### src/rtl/acc_cpu_core.sv
// acc_cpu_core: multicycle accumulator CPU with a req/ready single-port memory interface
module acc_cpu_core #(
    parameter int          DATA_WIDTH = 32,
    parameter int          ADDR_WIDTH = 28,
    parameter int unsigned PC_RESET   = 'h100,
    parameter int unsigned PC_STEP    = 2
) (
    input  logic                  clk,
    input  logic                  rst,
    output logic                  mem_req,
    output logic                  mem_we,
    output logic [ADDR_WIDTH-1:0] mem_addr,
    output logic [DATA_WIDTH-1:0] mem_wdata,
    input  logic [DATA_WIDTH-1:0] mem_rdata,
    input  logic                  mem_ready,
    output logic [ADDR_WIDTH-1:0] pc_out,
    output logic [DATA_WIDTH-1:0] ac_out,
    output logic                  halted,
    output logic                  retire
);
    localparam logic [2:0] S_IDLE   = 3'd0;
    localparam logic [2:0] S_FETCH  = 3'd1;
    localparam logic [2:0] S_DECODE = 3'd2;
    localparam logic [2:0] S_EXEC   = 3'd3;
    localparam logic [2:0] S_MEM    = 3'd4;
    localparam logic [2:0] S_HALT   = 3'd5;
    localparam logic [ADDR_WIDTH-1:0] PC_INIT = ADDR_WIDTH'(PC_RESET);
    localparam logic [ADDR_WIDTH-1:0] STEP    = ADDR_WIDTH'(PC_STEP);
    logic [2:0]            r_state;
    logic [ADDR_WIDTH-1:0] r_pc;
    logic [DATA_WIDTH-1:0] r_ac;
    logic [DATA_WIDTH-1:0] r_ir;
    logic                  w_imm;
    logic                  w_is_mem;
    logic                  w_store;
    logic                  w_halt;
    logic                  w_jump;
    logic                  w_cond;
    logic                  w_skip;
    logic [3:0]            w_op;
    logic [DATA_WIDTH-6:0] w_opnd;
    logic [ADDR_WIDTH-1:0] w_addr;
    logic [DATA_WIDTH-1:0] w_b;
    logic [DATA_WIDTH-1:0] w_alu;
    assign w_imm    = r_ir[DATA_WIDTH-1];
    assign w_op     = r_ir[DATA_WIDTH-2 -: 4];
    assign w_opnd   = r_ir[DATA_WIDTH-6:0];
    assign w_addr   = ADDR_WIDTH'(w_opnd);
    assign w_is_mem = !w_imm && (w_op inside {4'd0, 4'd2, 4'd3, 4'd7, 4'd8, 4'd9});
    assign w_store  = w_op == 4'd3;
    assign w_halt   = !w_imm && w_op == 4'd1;
    assign w_jump   = !w_imm && w_op == 4'd6;
    assign w_cond   = r_ir[11] ? (!r_ir[10] && !r_ac[DATA_WIDTH-1] && |r_ac)
                               : (r_ir[10] ? ~|r_ac : r_ac[DATA_WIDTH-1]);
    assign w_skip   = !w_imm && w_op == 4'd5 && w_cond;
    assign w_b      = r_state == S_MEM ? mem_rdata : DATA_WIDTH'(w_opnd);
    always_comb begin
        case (w_op)
            4'd0:    w_alu = r_ac + w_b;
            4'd2:    w_alu = w_imm ? r_ac : w_b;
            4'd4:    w_alu = w_imm ? r_ac : '0;
            4'd7:    w_alu = r_ac - w_b;
            4'd8:    w_alu = r_ac & w_b;
            4'd9:    w_alu = r_ac | w_b;
            4'd10:   w_alu = w_imm ? r_ac : ~r_ac;
            default: w_alu = r_ac;
        endcase
    end
    assign mem_req   = r_state == S_FETCH || r_state == S_MEM;
    assign mem_we    = r_state == S_MEM && w_store;
    assign mem_addr  = r_state == S_FETCH ? r_pc : (r_state == S_MEM ? w_addr : '0);
    assign mem_wdata = mem_we ? r_ac : '0;
    assign pc_out    = r_pc;
    assign ac_out    = r_ac;
    assign halted    = r_state == S_HALT;
    assign retire    = r_state == S_EXEC || (r_state == S_MEM && mem_ready);
    always_ff @(posedge clk) begin
        if (rst) begin
            r_state <= S_IDLE;
            r_pc    <= PC_INIT;
            r_ac    <= '0;
            r_ir    <= '0;
        end else begin
            case (r_state)
                S_IDLE: r_state <= S_FETCH;
                S_FETCH: if (mem_ready) begin
                    r_ir    <= mem_rdata;
                    r_state <= S_DECODE;
                end
                S_DECODE: begin
                    r_pc    <= r_pc + STEP;
                    r_state <= w_is_mem ? S_MEM : S_EXEC;
                end
                S_EXEC: begin
                    r_ac    <= w_alu;
                    r_pc    <= w_jump ? w_addr : (w_skip ? r_pc + STEP : r_pc);
                    r_state <= w_halt ? S_HALT : S_FETCH;
                end
                S_MEM: if (mem_ready) begin
                    r_ac    <= w_alu;
                    r_state <= S_FETCH;
                end
                S_HALT: r_state <= S_HALT;
                default: r_state <= S_IDLE;
            endcase
        end
    end
endmodule

### config.mk
export PLATFORM = sky130hd
export DESIGN_NAME = acc_cpu_core
export DESIGN_NICKNAME = d
export VERILOG_FILES = /design/src/rtl/acc_cpu_core.sv
export SDC_FILE = /design/constraint.sdc
export NUM_CORES = 1
export LEC_CHECK = 0
export ABC_AREA = 0
export CORE_AREA = 4 4 138 140
export DETAILED_ROUTE_END_ITERATION = 12
export DIE_AREA = 0 0 142 144
export DONT_BUFFER_PORTS = 1
export REMOVE_ABC_BUFFERS = 1
export SLEW_MARGIN = 5
export SYNTH_ARGS = -nofsm -noshare
export SYNTH_HDL_FRONTEND = slang
export SYNTH_SLANG_ARGS = --single-unit
### constraint.sdc
create_clock -name clk -period 8.88 [get_ports clk]
set_clock_uncertainty 0.2 [all_clocks]
set_input_delay 2.664 -clock clk [delete_from_list [all_inputs] [get_ports clk]]
set_output_delay 2.664 -clock clk [all_outputs]
set_load 0.1 [all_outputs]
==> impl_results.md <==
- Status: complete, no violations
- Crit path capture type: flip-flop
- Worst path required time: 8.96 ns
- Sw frac: 42.72%
- Core area: 17840 um2
- Worst Max-Slew Pin Slew: 1.187 ns
- Comb power frac: 39.9%
- Via count: 8933
- Seq/Total Area, Yosys: 22.18%
- Cell total after placement: 1390
- Final nets: 1239
- Met3 GRT Util: 5.489%
- Setup violators final: 0
- Global routing's busiest layer: met2
- Fin crit period: 6.703 ns
- GRT met1 Usage: 40.24%
- H-Tree Level Count: 3
- Initial antenna violation count: 0
- Met2 usage: 42.58%
- Rel. slew slack: 20.65%
- Endpoints failing hold: 0
- WP data arrival: 6.78 ns
- Crit-path max FO: 7
- Max Root-Sink Buffers: 2
- Maxcap violations: 0
- Setup crit start kind: input port
- RSZ-0062 raised after global routing: false
- Mapped Avg Cell Area: 7.127 um2
- Synth area leaders: dfxtp_1 (22%), a21oi_1 (8.4%), nand2_1 (6.2%), nor2_1 (5.3%), o21ai_0 (4.7%)
- GRT Overall Usage: 27.70%
- Die width: 142 um
- CP max-delay cell: ha_1
- Leak Pwr: 3.375 nW
- Final wirelength: 29480 um
- Yosys warns: 0
- Critical Path Max Stage Delay: 0.40 ns
- Share of layout cells above drive strength 1: 8.326%
- Fmax: 149.2 MHz
- Fill cells: 1814
- Root Driver: clkbuf_16
- GRT Residual Overflow: 0
- Via/cell ratio: 6.353
- Tcrit/Tclk final: 75.49%
- Detailed Place HPWL: 20920 um
- Clk sinks: 95
- Initial Utilization: 48.05%
- Row count: 49
- Synth area leader: dfxtp_1
- Cell Area, Synth: 8573 um2
- Post-route insts no fill: 1406
- Hold Path Class: flip-flop to flip-flop
- Clock Latency Late Sink: 0.36 ns
- Clock slew at reported path FFs: 0.08 ns
- First-pass GRT wire length: 45260 um
- Net Switching: 0.0006337 W
- Most common cell in the netlist: a21oi_1
- CP bufs+invs: 0
- Synth Instances: 1203
- Clk pwr share: 27.1%
- Maximum vdd drop: 0.00009590 V
- Post-synth EDFFs: 0
- # hold bufs at CTS: 0
- Full die area: 20450 um2
- First DRT Iteration DRCs: 796
- Largest net degree at the start of global routing: 97
- Overall Power: 0.001483 W
- Crit Path Class: input port to flip-flop
- Pre-antenna DRT Iters: 5
- CTS resizes: 0
- Ys async rst share: 0%
- Vert. Die Dim: 144 um
- P_int: 0.0008496 W
- Vias in the first global route: 7832
- Distinct cells, synth: 82
- Remaining DRCs: 0
- Final ANT Viol Nets: 0
- TritonCTS clock tree: done
- Area growth from synthesis to layout: 6.626%
- Post-CTS Repair Setup Buffers: 0
- Critical path cell sequence: nor3_1, mux2i_4, and4b_4, o211ai_1, nor2_1, o21ai_1, nor2_1, a21oi_1, xnor2_1, ha_1, and4_1, nand4_1, nor2_1, a32oi_1, a21oi_1, nor2_1, o31a_1, or3_1, a311oi_1
- Pwr Density: 162.3 nW/um2
- RePlAce Congestion: 0.9393
- Ports: 159
- Yosys top cell area share: 22.18%
- Core Util, Final: 51.24%
- Sequential share of power: 33.0%
- Most used DFF post-synth: dfxtp_1
- CP most frequent cell: nor2_1
- Number of port buffers: 0
- Most frequent cells after synthesis: a21oi_1 (144), nand2_1 (141), nor2_1 (121)
- Routed WL per cell: 20.97 um
- TritonCTS buffer count: 9
- Diodes inserted: 0
- Critical path's top delay family: simple AND/OR/NAND/NOR gates
- Register bit total from synthesis: 95
- Final slew viol count: 0
## flip-flops by register name (all words and copies together), names as in the netlist
| name | count |
|---|---|
| pc_out | 28 |
| r_ir | 32 |
| ac_out | 32 |
| r_state | 3 |
## per-layer routing
metal  part of all wire [%]  vias up
met3                    8.6       23
met2                     45      369
met4                    1.3        0
met5                      0        -
met1                     46     4200
li1                       -     4341
## cell families (layout without fill, tap and decap cells)
kind of cell             Yosys count  after routing  synth area share [%]
AND/OR/NAND/NOR                  454            454                 25.34
AO/OA/AOI/OAI                    427            427                 31.92
multiplexers                      39             39                 4.845
adder cells (fa/ha/maj)           36             36                 5.225
XOR/XNOR                          54             54                 5.604
buffers and inverters             98             72                 4.889
flip-flops                        95             95                 22.18
## layout make-up
class | count | area [um2] | area share [%]
Inverter | 15 | 56.30 | 0.6159
Sequential cell | 95 | 1902 | 20.80
Tap cell | 229 | 286.5 | 3.134
Timing Repair Buffer | 41 | 325.3 | 3.559
Clock inverter | 7 | 62.56 | 0.6844
Multi-Input combinational cell | 1010 | 6284 | 68.74
Clock buffer | 9 | 225.2 | 2.464
## metrics by stage
stage                     worst slack, ns  setup TNS, ns  instance area, um2  hold slack, ns
after detailed placement            1.858              0                8853          0.2828
after global routing                1.899              0                9141          0.3104
after global placement              1.936              0                8853          0.2866
after CTS                           2.224              0                9141          0.2957
after floorplan                   -0.4455         -14.26                8210          0.2561
final                               2.177              0                9141          0.3056
## power by group through the flow
stage               sequential (W)  clock (W)  combinational, W
floorplan                 0.000528          0          0.000413
global placement          0.000499          0          0.000577
detailed placement        0.000499          0          0.000578
CTS                       0.000489   0.000405          0.000581
global route              0.000492   0.000422          0.000643
finish                    0.000490   0.000402          0.000591
## final timing paths
| path | cells past startpoint | start | end | slack (ns) |
|---|---|---|---|---|
| hold reg to reg | 2 | r_ir[4] | r_ir[4] | 0.31 |
| setup reg to reg | 20 | r_state[2] | ac_out[30] | 2.70 |
| setup / recovery | 19 | mem_rdata[0] | ac_out[30] | 2.18 |
| hold / removal | 2 | r_ir[4] | r_ir[4] | 0.31 |
## worst reg2reg max path, cell delays in order (launching register included)
cell	delay, ns
dfxtp_1	0.50
nor3b_4	0.43
buf_4	0.75
mux2i_1	0.56
and4b_4	0.36
o211ai_1	0.16
nor2_1	0.25
o21ai_1	0.15
nor2_1	0.24
a21oi_1	0.12
xnor2_1	0.16
ha_1	0.40
and4_1	0.34
nand4_1	0.12
nor2_1	0.11
a32oi_1	0.08
a21oi_1	0.32
nor2_1	0.10
o31a_1	0.26
or3_1	0.30
a311oi_1	0.20
## layout by cell type (no fill, tap or decap), types with 5 or more instances in the layout
cell,Yosys,final
o22ai_1,29,29
xnor2_1,23,23
mux2_2,7,7
o21ai_0,81,79
or3_1,7,7
o21bai_1,10,10
nand3_1,21,21
nor2b_1,13,12
nor4_1,19,18
a22oi_1,20,20
and3_1,19,19
o31ai_1,8,8
mux2i_1,30,30
o21ai_1,6,6
nor3_1,31,31
buf_4,5,40
nand2b_1,7,7
and2_1,41,41
a22o_1,32,32
a221oi_1,11,11
nand4_1,11,11
o221ai_1,5,5
nand2_1,141,141
a21oi_1,144,144
clkbuf_16,0,10
a2bb2oi_1,5,5
a211oi_1,11,11
inv_1,14,14
dfxtp_1,95,95
xor2_1,30,30
nor2_1,121,120
ha_1,31,31
or2_2,9,9
a21o_1,19,19
a31oi_1,9,9
Power figures use the tool's default switching activity.
